File: config.mk
export PLATFORM = sky130hd
export DESIGN_NAME = tx_port_arbiter
export DESIGN_NICKNAME = d
export VERILOG_FILES = /design/src/rtl/eth_sw_pkg.sv /design/src/rtl/rr_pick.sv /design/src/rtl/tx_port_arbiter.sv
export SDC_FILE = /design/constraint.sdc
export NUM_CORES = 1
export LEC_CHECK = 0
export CORE_UTILIZATION = 51
export DETAILED_ROUTE_END_ITERATION = 6
export GPL_ROUTABILITY_DRIVEN = 0
export PLACE_DENSITY_LB_ADDON = 0.15
export SLEW_MARGIN = 10
export SYNTH_ARGS = -nofsm -noshare
export SYNTH_HDL_FRONTEND = slang
export SYNTH_SLANG_ARGS = --single-unit
File: constraint.sdc
create_clock -name i_clk -period 2.5 [get_ports i_clk]
set_clock_uncertainty 0.1 [all_clocks]
set_input_delay 0.375 -clock i_clk [delete_from_list [all_inputs] [get_ports i_clk]]
set_output_delay 0.375 -clock i_clk [all_outputs]
set_load 0.005 [all_outputs]
File: src/rtl/eth_sw_pkg.sv
// Shared definitions for the Ethernet switch egress path.
// Holds the TX arbiter state codes, the default data-path parameters and a
// small helper that sizes requester index fields.
package eth_sw_pkg;

  localparam int unsigned DEF_DATA_WIDTH = 8;
  localparam int unsigned DEF_NUM_REQ    = 3;
  // 6 cycles TX pipeline drain + 12 inter-frame gap + 2 margin
  localparam int unsigned DEF_IFG        = 20;
  localparam int unsigned DEF_MAX_LEN    = 1522;

  localparam int unsigned STATE_W = 2;

  // Codes are observed by the TX port CRC checker, so they are fixed.
  typedef enum logic [STATE_W-1:0] {
    ST_IDLE         = 2'b00,
    ST_FORM_REQUEST = 2'b01,
    ST_XFER         = 2'b10,
    ST_GAP          = 2'b11
  } tx_state_e;

  // Width of an index field able to address n requesters (at least 1 bit).
  function automatic int unsigned idx_width(input int unsigned n);
    return (n > 1) ? $clog2(n) : 1;
  endfunction

endpackage

File: src/rtl/rr_pick.sv
// Combinational round-robin picker.
// Searches req starting at ptr+1 and wrapping, returning the first set bit.
// Ports:
//   req          - request vector, one bit per requester
//   ptr          - index of the requester served last
//   winner_c     - one-hot winner (all zero when no request)
//   winner_idx_c - binary index of the winner
//   found_c      - at least one request present
module rr_pick
  import eth_sw_pkg::*;
#(
  parameter int unsigned pNUM_REQ = DEF_NUM_REQ,
  parameter int unsigned pIDX_W   = idx_width(DEF_NUM_REQ)
) (
  input  logic [pNUM_REQ-1:0] req,
  input  logic [pIDX_W-1:0]   ptr,
  output logic [pNUM_REQ-1:0] winner_c,
  output logic [pIDX_W-1:0]   winner_idx_c,
  output logic                found_c
);

  // Candidate = ptr + off (1..N), wrapped by a single subtraction since the
  // sum is always below 2*N.
  always_comb begin
    int unsigned cand;
    logic [pIDX_W-1:0] cand_idx;
    cand         = 0;
    cand_idx     = '0;
    winner_c     = '0;
    winner_idx_c = '0;
    found_c      = 1'b0;
    for (int unsigned off = 1; off <= pNUM_REQ; off++) begin
      cand = 32'(ptr) + off;
      if (cand >= pNUM_REQ) begin
        cand = cand - pNUM_REQ;
      end
      cand_idx = pIDX_W'(cand);
      if (!found_c && req[cand_idx]) begin
        found_c            = 1'b1;
        winner_idx_c       = cand_idx;
        winner_c[cand_idx] = 1'b1;
      end
    end
  end

endmodule

File: src/rtl/tx_port_arbiter.sv
// Egress TX port arbiter: shares one TX port between pNUM_REQ ingress
// requesters, one whole frame at a time, with round-robin fairness and a
// fixed idle gap after every frame.
// Ports:
//   i_clk, i_rst      - clock, synchronous active-high reset
//   i_req             - per-requester frame-ready request
//   i_data            - flattened per-requester bytes, requester k in slice k
//   i_valid, i_last   - per-requester byte valid / last-byte marker
//   o_grant           - one-hot grant (zero when nobody owns the port)
//   o_TX_data_valid   - byte valid to the TX port
//   o_TX_finish       - single-cycle end-of-frame pulse
//   o_data_TX         - byte to the TX port (zero when not valid)
//   o_state           - current state code for the CRC checker
//   o_busy            - high in every state except IDLE
//   o_err_len         - single-cycle pulse on oversize-frame abort
module tx_port_arbiter
  import eth_sw_pkg::*;
#(
  parameter int unsigned pDATA_WIDTH = DEF_DATA_WIDTH,
  parameter int unsigned pNUM_REQ    = DEF_NUM_REQ,
  parameter int unsigned pIFG        = DEF_IFG,
  parameter int unsigned pMAX_LEN    = DEF_MAX_LEN
) (
  input  logic                            i_clk,
  input  logic                            i_rst,
  input  logic [pNUM_REQ-1:0]             i_req,
  input  logic [pNUM_REQ*pDATA_WIDTH-1:0] i_data,
  input  logic [pNUM_REQ-1:0]             i_valid,
  input  logic [pNUM_REQ-1:0]             i_last,
  output logic [pNUM_REQ-1:0]             o_grant,
  output logic                            o_TX_data_valid,
  output logic                            o_TX_finish,
  output logic [pDATA_WIDTH-1:0]          o_data_TX,
  output logic [STATE_W-1:0]              o_state,
  output logic                            o_busy,
  output logic                            o_err_len
);

  localparam int unsigned IDX_W  = idx_width(pNUM_REQ);
  localparam int unsigned BEAT_W = $clog2(pMAX_LEN + 1);
  localparam int unsigned GAP_W  = $clog2(pIFG + 1);

  tx_state_e            state_q, state_d;
  logic [IDX_W-1:0]     idx_q, idx_d;
  logic [IDX_W-1:0]     ptr_q, ptr_d;
  logic [BEAT_W-1:0]    beat_q, beat_d;
  logic [GAP_W-1:0]     gap_q, gap_d;

  logic [pNUM_REQ-1:0]    grant_d;
  logic                   dv_d;
  logic                   fin_d;
  logic [pDATA_WIDTH-1:0] data_d;
  logic                   busy_d;
  logic                   err_d;

  logic [pNUM_REQ-1:0]    pick_grant_c;
  logic [IDX_W-1:0]       pick_idx_c;
  logic                   pick_found_c;

  logic [pDATA_WIDTH-1:0] data_arr [pNUM_REQ];
  logic                   sel_valid_c;
  logic                   sel_last_c;
  logic [pDATA_WIDTH-1:0] sel_data_c;

  // Unflatten the byte bus so the granted requester is a plain array select.
  for (genvar g = 0; g < pNUM_REQ; g++) begin : g_unpack
    assign data_arr[g] = i_data[g*pDATA_WIDTH +: pDATA_WIDTH];
  end

  // Only the granted requester's strobes reach the datapath.
  assign sel_valid_c = i_valid[idx_q];
  assign sel_last_c  = i_last[idx_q];
  assign sel_data_c  = data_arr[idx_q];

  rr_pick #(
    .pNUM_REQ (pNUM_REQ),
    .pIDX_W   (IDX_W)
  ) u_rr_pick (
    .req          (i_req),
    .ptr          (ptr_q),
    .winner_c     (pick_grant_c),
    .winner_idx_c (pick_idx_c),
    .found_c      (pick_found_c)
  );

  // Next-state and next-output logic.
  always_comb begin
    state_d = state_q;
    idx_d   = idx_q;
    ptr_d   = ptr_q;
    beat_d  = beat_q;
    gap_d   = gap_q;
    grant_d = o_grant;
    dv_d    = 1'b0;
    fin_d   = 1'b0;
    data_d  = '0;
    err_d   = 1'b0;

    unique case (state_q)
      ST_IDLE: begin
        if (pick_found_c) begin
          idx_d   = pick_idx_c;
          grant_d = pick_grant_c;
          state_d = ST_FORM_REQUEST;
        end
      end

      // Requester must still want the port one cycle after the pick;
      // a withdrawn request leaves the pointer where it was.
      ST_FORM_REQUEST: begin
        if (i_req[idx_q]) begin
          beat_d  = '0;
          state_d = ST_XFER;
        end else begin
          grant_d = '0;
          state_d = ST_IDLE;
        end
      end

      ST_XFER: begin
        if (sel_valid_c) begin
          dv_d   = 1'b1;
          data_d = sel_data_c;
          beat_d = beat_q + BEAT_W'(1);
          // The beat being accepted is number beat_q+1; reaching the limit
          // without a last marker aborts the frame on that same beat.
          if (sel_last_c || (beat_q == BEAT_W'(pMAX_LEN - 1))) begin
            fin_d   = 1'b1;
            err_d   = !sel_last_c;
            grant_d = '0;
            ptr_d   = idx_q;
            gap_d   = '0;
            state_d = ST_GAP;
          end
        end
      end

      // Requests are not looked at until the gap has fully elapsed.
      ST_GAP: begin
        if (gap_q == GAP_W'(pIFG - 1)) begin
          gap_d   = '0;
          state_d = ST_IDLE;
        end else begin
          gap_d = gap_q + GAP_W'(1);
        end
      end

      default: begin
        state_d = ST_IDLE;
        grant_d = '0;
      end
    endcase

    busy_d = (state_d != ST_IDLE);
  end

  // State, counters and registered outputs.
  always_ff @(posedge i_clk) begin
    if (i_rst) begin
      state_q         <= ST_IDLE;
      idx_q           <= '0;
      ptr_q           <= IDX_W'(pNUM_REQ - 1);
      beat_q          <= '0;
      gap_q           <= '0;
      o_grant         <= '0;
      o_TX_data_valid <= 1'b0;
      o_TX_finish     <= 1'b0;
      o_data_TX       <= '0;
      o_busy          <= 1'b0;
      o_err_len       <= 1'b0;
    end else begin
      state_q         <= state_d;
      idx_q           <= idx_d;
      ptr_q           <= ptr_d;
      beat_q          <= beat_d;
      gap_q           <= gap_d;
      o_grant         <= grant_d;
      o_TX_data_valid <= dv_d;
      o_TX_finish     <= fin_d;
      o_data_TX       <= data_d;
      o_busy          <= busy_d;
      o_err_len       <= err_d;
    end
  end

  assign o_state = state_q;

endmodule

==> metrics <==
gr usage total 22.4%; FF-to-FF Start ptr_q[0]; PD cells 714 nW/um^2; diode count 0; Worst EP arrival 2.41 ns; Port Buffer Count 51; number of synthesized flops with an enable pin 0; Slew @ Worst Pin 0.756 ns; Total Wirelength 5300 um; WL/cell 14.3 um; Max Root-Sink Buffers 2; hold worst-path end beat_q[10]; Resized cells post-CTS 0; Most used DFF post-synth dfxtp_1; Die Ht 70.5 um; Slew HR 48.6%; Hold Violations, Final 0; DRT antenna net count 0; vias in the first global route 1971; TritonCTS clock tree done; clk slew on worst S/H paths 0.08 ns; delay-heaviest family, CP multiplexers; number of max-cap violations 0; R2R depth 8; Non-Filler Instances 370; Synth area leaders dfxtp_1, mux2i_1, ha_1, nand2b_1, nor2_1; setup TNS 0 ns; remaining global-route overflow 0; Final setup viols 0; Hold Buf Count CTS 0; largest net degree at the start of global routing 27; Worst path most repeated cell nand4_1; critical path, cell by cell inv_1, buf_4, ha_1, mux2i_1, o32a_1, nand4_1, nand4_1, mux2_2; Post-Syn Area 2390 um^2; placed cells 362; WP buf/inv 2; number of detailed-route iterations in the first pass 4; Final HPWL DP 3890 um; Final Critical Period 2.32 ns; most frequent cells in the layout clkdlybuf4s50_1, dfxtp_1, mux2i_1, nor2_1, inv_1; worst hold path type flip-flop to flip-flop; Starting DRT DRC Count 121; Synth async-reset ratio 0%; Max Fclk 0.430 GHz; Die X 70.5 um; share of layout cells above drive strength 1 11.0%; worst r2r dst o_grant[1]; crit path max-delay cell type o32a_1; Setup crit end kind flip-flop; crit path max fanout 9; placed inst area 2950 um^2; max-slew violations 0; initial antenna violation count 0; die area 4960 um^2; post-route cell area 3050 um^2; most common cell after layout, fill and taps aside clkdlybuf4s50_1; CP required 2.59 ns; nets@finish 366; Pleak 1.13 nW; number of warnings issued by yosys 0; Setup CP Type flip-flop to flip-flop; M1 WL 2420 um; fin crit share 92.9%; Synth area leader dfxtp_1; via count 2105; worst IR drop on VDD 0.000310 V; Via density 5.69; met3 WL 373 um; final hold slack 0.364 ns; core area 4410 um^2; CTS HTree Levels 2; postcts setup bufs 0; Gate Count Post-Synth 267; CTS root buffer clkbuf_8; syn_nets 316; Synth top area share 31.0%; Residual DRC 0; Worst R2R Setup Slack 0.18 ns; Unique masters post-synth 59; Skew-Pair Late Insertion Delay 0.30 ns; hold wc startpoint beat_q[10]; Area growth syn-to-layout 27.8%; TritonCTS buffer count 5; synthesized area per cell 8.95 um^2; metal2 WL 2420 um; Yosys reg bits 37; Rows 24; WHS Path Cells 2; status finished, final reports clean; sequential share of the synthesized area 31.0%; I/O pin count 52; CTS sink count 37; Critical Path Start Type flip-flop; RSZ-0062 raised after global routing false; Initial Utilization 54.1%; global-route wire length before repair 8940 um; top routing layer in use met4; CP max stage delay 0.41 ns
==> worst min-delay path, delay by kind of cell, from the launching register on <==
family	cells	cell delay, ns
muxes	1	0.05
DFF	1	0.32
and+or+nand+nor	1	0.05
==> worst max path at each step <==
stage                     depth (start not counted)      from  slack (ns)          to
after global placement                            6  i_req[2]        0.13    idx_q[0]
final                                             8  ptr_q[0]        0.18  o_grant[1]
after CTS                                         7  ptr_q[1]        0.08    idx_q[0]
after detailed placement                          6  i_req[1]        0.06   beat_q[4]
after floorplan                                   9  ptr_q[0]        0.22  o_grant[1]
after global routing                              5  idx_q[0]        0.05   beat_q[7]
==> flip-flops by register name (all words and copies together), names as in the netlist <==
name,cells
ptr_q,2
o_data_TX,8
o_TX_data_valid,1
gap_q,5
o_busy,1
o_grant,3
o_err_len,1
beat_q,11
o_TX_finish,1
idx_q,2
o_state,2
==> per-stage QoR <==
stage	total power, W	util, %	worst slack [ns]
after CTS	0.00218	68.9	0.0767
final	0.00218	69.2	0.177
after global routing	0.00230	69.2	0.0467
after floorplan	0.00142	-	0.221
after detailed placement	0.00173	66.7	0.0550
after global placement	0.00171	66.7	0.134
==> where the power goes <==
group,switching [W],internal (W)
Clock,0.000228,0.000223
Combinational,0.000532,0.000482
Sequential,0.0000624,0.000652
Total,0.000823,0.00136
==> synth_stat cells (2+ instances only) <==
master    count
and4_1        3
or4_1         4
a22oi_1       2
dfxtp_1      37
buf_2         7
a21oi_1      13
o31ai_1       2
inv_1        15
nor2b_1       6
nand2_1      13
o21ai_0       4
nor4b_2       3
a21o_1        3
clkbuf_1      7
nor2_1       20
a211o_1       3
nand4_1       9
nor3_1        5
a21boi_1      2
or3_1         3
o211ai_1      2
nor3b_1       3
mux2i_1      24
o32ai_1       5
nand3_1      10
o21a_1        2
nand2b_1     14
ha_1         14
a31oi_1       2
==> area by class of cell <==
type,instances,area (um^2)
Clock buffer,6,82.6
Clock inverter,2,13.8
Fill cell,353,1360
Inverter,15,56.3
Multi-Input combinational cell,199,1530
Sequential cell,37,741
Tap cell,52,65.1
Timing Repair Buffer,59,571
==> metal layers <==
layer / up-vias / global-route usage [%]
met5: - / 0
met4: 0 / 7.56
met3: 10 / 7.79
met2: 60 / 35.4
met1: 959 / 28.3
li1: 1076 / -
==> cell families (layout without fill, tap and decap cells) <==
family | count (synthesis) | count (layout) | synth area share, %
buffers and inverters | 31 | 82 | 5.71
adder cells (fa/ha/maj) | 14 | 14 | 7.33
AO/OA/AOI/OAI | 57 | 57 | 19.4
multiplexers | 26 | 26 | 11.1
AND/OR/NAND/NOR | 102 | 102 | 25.4
flip-flops | 37 | 37 | 31.0
Note: power is estimated with default switching activity, not from simulation.
